## src/rtl/cpu_sequencer_pkg.sv

```systemverilog
// Shared encodings for the d16 instruction sequencer: one-hot state vector
// positions, control width and parameter defaults.
package cpu_sequencer_pkg;

    localparam int CONTROL_BIT_MAX = 9;

    localparam int DEF_MEM_TIMEOUT         = 64;
    localparam int DEF_BRANCH_DELAY_CYCLES = 1;

    // One bit per state; IRQ keeps its slot even when interrupts are not built
    typedef enum logic [CONTROL_BIT_MAX:0] {
        STATE_FETCH        = 10'h001,
        STATE_DECODE       = 10'h002,
        STATE_REG_READ     = 10'h004,
        STATE_ALU          = 10'h008,
        STATE_MEM          = 10'h010,
        STATE_REG_WR       = 10'h020,
        STATE_PC_DELAY     = 10'h040,
        STATE_BRANCH_DELAY = 10'h080,
        STATE_IRQ          = 10'h100,
        STATE_FAULT        = 10'h200
    } state_t;

endpackage

```

## src/rtl/cpu_sequencer_wait_timer.sv

```systemverilog
// seq_wait_timer: counts consecutive memory-wait cycles and flags the
// MEM_TIMEOUT-th one. Ports: clk, rst, clear, count in; timeout out.
// MEM_TIMEOUT=0 builds a constant-0 stub.
module seq_wait_timer
    import cpu_sequencer_pkg::*;
#(
    parameter int MEM_TIMEOUT = DEF_MEM_TIMEOUT
) (
    input  logic clk,
    input  logic rst,
    input  logic clear,
    input  logic count,
    output logic timeout
);

    generate
        if (MEM_TIMEOUT == 0) begin : g_off
            logic unused_in;
            assign unused_in = clk ^ rst ^ clear ^ count;
            assign timeout   = 1'b0;
        end else begin : g_on
            localparam int W = $clog2(MEM_TIMEOUT + 1);
            logic [W-1:0] cnt;

            always_ff @(posedge clk) begin
                if (rst) begin
                    cnt <= '0;
                end else if (clear) begin
                    cnt <= '0;
                end else if (count) begin
                    cnt <= cnt + W'(1);
                end
            end

            // Fires during the wait cycle that would be the MEM_TIMEOUT-th
            assign timeout = count && (cnt == W'(MEM_TIMEOUT - 1));
        end
    endgenerate

endmodule

```

## src/rtl/cpu_sequencer.sv

```systemverilog
// cpu_sequencer: one-hot instruction sequencer with memory-wait timeout,
// branch-delay states and optional interrupt entry (macro CPU_SEQ_IRQ_EN).
// Ports: clk, rst (sync, high), en, en_mem, mem_wait, should_branch,
// irq_req, fault_clr in; control_o[9:0], irq_ack, fault_o, retire_o out.
module cpu_sequencer
    import cpu_sequencer_pkg::*;
#(
    parameter int MEM_TIMEOUT         = DEF_MEM_TIMEOUT,
    parameter int BRANCH_DELAY_CYCLES = DEF_BRANCH_DELAY_CYCLES
) (
    input  logic                     clk,
    input  logic                     rst,
    input  logic                     en,
    input  logic                     en_mem,
    input  logic                     mem_wait,
    input  logic                     should_branch,
    input  logic                     irq_req,
    input  logic                     fault_clr,
    output logic [CONTROL_BIT_MAX:0] control_o,
    output logic                     irq_ack,
    output logic                     fault_o,
    output logic                     retire_o
);

`ifdef CPU_SEQ_IRQ_EN
    localparam logic IRQ_ON = 1'b1;
`else
    localparam logic IRQ_ON = 1'b0;
`endif

    localparam logic [2:0] BD_LOAD = 3'(BRANCH_DELAY_CYCLES - 1);

    state_t     state;
    logic [2:0] dcnt;
    logic       wait_st;
    logic       wait_cnt;
    logic       wait_clr;
    logic       timeout;
    state_t     boundary;

    assign wait_st  = (state == STATE_FETCH) || (state == STATE_MEM);
    assign wait_cnt = en && mem_wait && wait_st;
    // Any advancing cycle that is not a wait cycle restarts the count,
    // which also covers entry into FETCH or MEM
    assign wait_clr = en && !(mem_wait && wait_st);

    assign boundary = (IRQ_ON && irq_req) ? STATE_IRQ : STATE_FETCH;

    seq_wait_timer #(
        .MEM_TIMEOUT(MEM_TIMEOUT)
    ) u_timer (
        .clk    (clk),
        .rst    (rst),
        .clear  (wait_clr),
        .count  (wait_cnt),
        .timeout(timeout)
    );

    always_ff @(posedge clk) begin
        if (rst) begin
            state <= STATE_FETCH;
            dcnt  <= '0;
        end else if (en) begin
            case (state)
                STATE_FETCH: begin
                    if (!mem_wait) begin
                        state <= STATE_DECODE;
                    end else if (timeout) begin
                        state <= STATE_FAULT;
                    end
                end
                STATE_DECODE:   state <= STATE_REG_READ;
                STATE_REG_READ: state <= STATE_ALU;
                STATE_ALU: begin
                    state <= en_mem ? STATE_MEM : STATE_REG_WR;
                end
                STATE_MEM: begin
                    if (!mem_wait) begin
                        state <= STATE_REG_WR;
                    end else if (timeout) begin
                        state <= STATE_FAULT;
                    end
                end
                STATE_REG_WR: begin
                    state <= should_branch ? STATE_PC_DELAY : boundary;
                end
                STATE_PC_DELAY: begin
                    state <= STATE_BRANCH_DELAY;
                    dcnt  <= BD_LOAD;
                end
                STATE_BRANCH_DELAY: begin
                    if (dcnt == 3'd0) begin
                        state <= boundary;
                    end else begin
                        dcnt <= dcnt - 3'd1;
                    end
                end
                STATE_IRQ: state <= STATE_FETCH;
                STATE_FAULT: begin
                    if (fault_clr) begin
                        state <= STATE_FETCH;
                    end
                end
                default: state <= STATE_FETCH;
            endcase
        end
    end

    assign control_o = state;
    assign irq_ack   = IRQ_ON && (state == STATE_IRQ);
    assign fault_o   = (state == STATE_FAULT);
    assign retire_o  = en && (state == STATE_REG_WR);

endmodule
```

## config.mk

```make
export PLATFORM = sky130hd
export DESIGN_NAME = cpu_sequencer
export DESIGN_NICKNAME = d
export VERILOG_FILES = /design/src/rtl/cpu_sequencer_pkg.sv /design/src/rtl/cpu_sequencer_wait_timer.sv /design/src/rtl/cpu_sequencer.sv
export SDC_FILE = /design/constraint.sdc
export NUM_CORES = 1
export LEC_CHECK = 0
export ABC_AREA = 0
export CAP_MARGIN = 30
export CORE_MARGIN = 4
export CORE_UTILIZATION = 47
export DETAILED_ROUTE_END_ITERATION = 6
export PLACE_DENSITY = 0.72
export RECOVER_POWER = 100
export SLEW_MARGIN = 20
export SYNTH_ARGS = -nofsm -noshare
export SYNTH_HDL_FRONTEND = slang
export SYNTH_SLANG_ARGS = --single-unit
```

## constraint.sdc

```tcl
create_clock -name clk -period 3.7 [get_ports clk]
set_clock_uncertainty 0.15 [all_clocks]
set_input_delay 0.74 -clock clk [delete_from_list [all_inputs] [get_ports clk]]
set_output_delay 0.74 -clock clk [all_outputs]
set_load 0.03 [all_outputs]
```

==> metrics.csv <==
stage,metric,value,unit
cells_and_area,"most common cell after layout, fill and taps aside",dfxtp_1,
cts,clk root buf,clkbuf_4,
cts,Max Root-Sink Buffers,2,
run_status,outcome,"complete, no violations",
power_and_ir_drop,largest vdd supply drop,451.3,uV
setup_path,CP Class,reg2out,
global_routing,All-Layer GR Usage,0.2012,
drt,Iter 0 DRT Violations,55,
drt,via count,1230,
sta,Fmax,309.4,MHz
die,Vert. Die Dim,59.93,um
global_routing,largest net degree at the start of global routing,18,
setup_path,capturing point of the worst reg2reg path,control_o[2]$_SDFFE_PP0P_,
die,die width,59.93,um
place,hpwl dp,2368,um
die,Rows,18,
cts,"Hold-fix buffers, CTS",0,
drt,post-route ant nets,0,
yosys,sequential area share after synthesis,0.3159,
cts,htree depth,1,
cts,cts bufs inserted,3,
drt,drt via density,6.150,
hold_path,HP Start,u_timer.g_on.cnt[1]$_SDFFE_PP0P_,
setup_path,Worst Path Arrival,2.34,ns
job,MaxCap Viol Count,0,
hold_path,worst hold path type,reg2reg,
place,placed inst area,0.001446,mm2
cts,post-CTS setup buffers,0,
die,Die ar.,0.003592,mm2
hold_path,Hold EP,u_timer.g_on.cnt[1]$_SDFFE_PP0P_,
cells_and_area,final core occ,0.5868,
yosys,ys async rst share,0,
setup_path,Worst Reg2Reg Path Length in Cells,5,
yosys,Syn Inst Count,156,
global_routing,first-pass GRT wire length,5568,um
sta,Final Max Tran Viols,0,
yosys,"Primary FF master, synth",dfxtp_1,
place,Port Buffers,18,
setup_path,Worst Path Required,2.81,ns
cts,CTS tree,built,
yosys,fraction of post-synthesis cell area in the top cell type by area,0.3159,
hold_path,cell depth of the worst hold path,2,
cells_and_area,fin area,0.001480,mm2
sta,minimum clock period,3.232,ns
setup_path,Setup crit end kind,primary output,
setup_path,r2r setup slk,1.47,ns
setup_path,critical path peak fanout,9,
sta,Worst slew margin,0.5610,
global_routing,vias in the first global route,1215,
cts,clock slew at reported path FFs,0.12,ns
drt,drt total wl,3171,um
setup_path,reg-to-reg critical path startpoint,control_o[4]$_SDFFE_PP0P_,
cells_and_area,nets,182,
cells_and_area,Inserted Diodes,0,
yosys,register bit count reported by yosys,20,
sta,RSZ-0062 raised after global routing,no,
drt,drt drc,0,
global_routing,initial antenna violation count,0,
place,GP Congestion,0.8261,
sta,fin crit share,0.8735,
yosys,Synth Cell Area,0.001267,mm2
cells_and_area,Multi-input gate area,775.7,um2
cts,clk sinks,20,
global_routing,gr ovfl total,0,
power_and_ir_drop,leakage,0.6028,nW
cells_and_area,share of cells above drive strength 1,0.07059,
cells_and_area,Register Area,400.4,um2
place,dpl ws,0.6877,ns
sta,Final Worst Setup Slack,0.4681,ns
cts,worst skew pair latency,0.31,ns
cts,Resize count post-CTS,0,
yosys,Cell variety after synth,45,
yosys,Post-synth EDFFs,0,
setup_path,CP Launch Type,register,
yosys,synthesized area per cell,8.125,um2
sta,"Hold Vio Cnt, Final",0,
die,core box area,0.002522,mm2
yosys,"area leader, netlist",dfxtp_1,
sta,Slew @ Worst Pin,0.6564,ns
die,io pins,21,
drt,routed length per placed instance,15.86,um
sta,Final Setup Violations,0,
cells_and_area,most frequent cells in the layout,"dfxtp_1, nand2_1, dlygate4sd3_1",
die,Initial Util,0.5025,
power_and_ir_drop,P per Cell Area,316.5,mW/mm2
yosys,Mapped Nets,167,
sta,setup TNS,0,ns
yosys,largest cells by area after synthesis,"dfxtp_1, nand2_1, nand4_1",
cells_and_area,Fill cells,240,
yosys,Synth warnings,0,
drt,DRT Pass-1 Iters,4,
cells_and_area,Layout area overhead,16.78,%
## metrics by stage
step,power [mW],hold WS (ns),cells
floorplan,0.2776,0.2943,156
finish,0.4684,0.3339,200
CTS,0.4768,0.3351,200
global placement,0.2953,0.3097,196
detailed placement,0.2975,0.3175,196
global route,0.4903,0.3527,200
## layer usage
layer	GRT usage	wire [um]	vias to the layer above
met2	0.3302	1523	43
met1	0.2572	1377	586
met5	0	0	-
met4	0.04430	36	0
li1	-	-	595
met3	0.06263	234	6
## how the worst max path moves through the flow
stage                                    from  endpoint  slack [ns]  cells after the start
floorplan           control_o[2]$_SDFFE_PP0P_  retire_o        1.16                      4
global placement                           en  retire_o        0.69                      4
detailed placement                         en  retire_o        0.69                      4
CTS                 control_o[2]$_SDFFE_PP0P_  retire_o        0.54                      6
global route        control_o[2]$_SDFFE_PP0P_  retire_o        0.34                      6
finish              control_o[3]$_SDFFE_PP0P_  retire_o        0.47                      6
## cell families after synthesis
kind of cell,Yosys count,share of synthesized area
fa+ha+maj,3,0.02962
flops,20,0.3159
buf+inv,16,0.06021
simple gates,76,0.3643
compound gates,34,0.1816
other cells,1,0.002959
xor+xnor,3,0.02073
mux,3,0.02468
## worst max-delay path, stage by stage, from the launching register on
cell	delay [ns]
dfxtp_1	0.41
nor4_4	0.29
buf_4	0.21
and4b_1	0.22
inv_1	0.06
nor2_1	0.09
dlygate4sd3_1	0.75
## layout make-up
cell class	count	area share
multi-input combinational	120	0.5241
sequential	20	0.2705
timing repair buffer	20	0.1293
tap	30	0.02536
clock inverter	1	0.02029
clock buffer	3	0.01522
inverter	6	0.01522
## power breakdown
part / leakage (nW) / switching [mW] / internal [mW] / total [mW]
Clock: 0.0279 / 0.0699 / 0.110 / 0.179
Combinational: 0.413 / 0.0400 / 0.0236 / 0.0636
Sequential: 0.162 / 0.00713 / 0.218 / 0.225
Total: 0.603 / 0.117 / 0.351 / 0.468
## sequential cells by signal, summed over array words and instances, names as in the netlist
| signal | cells |
|---|---|
| dcnt | 3 |
| u_timer.g_on.cnt | 7 |
| control_o | 10 |
## synth_stat cells (2+ instances only)
cell and number:
a21oi_1 7, a32o_1 4, and2_1 3, and3_1 6, buf_4 2, clkbuf_1 6
dfxtp_1 20, ha_1 3, inv_1 6, mux2i_1 2, nand2_1 14, nand2b_1 2
nand3_1 8, nand4_1 8, nand4_2 2, nor2_1 12, nor2b_1 4, nor3b_1 4
nor4_2 2, nor4b_1 3, o21ai_0 10, o21ai_1 3, o21ai_2 2, xor2_1 2
Power figures use the tool's default switching activity.
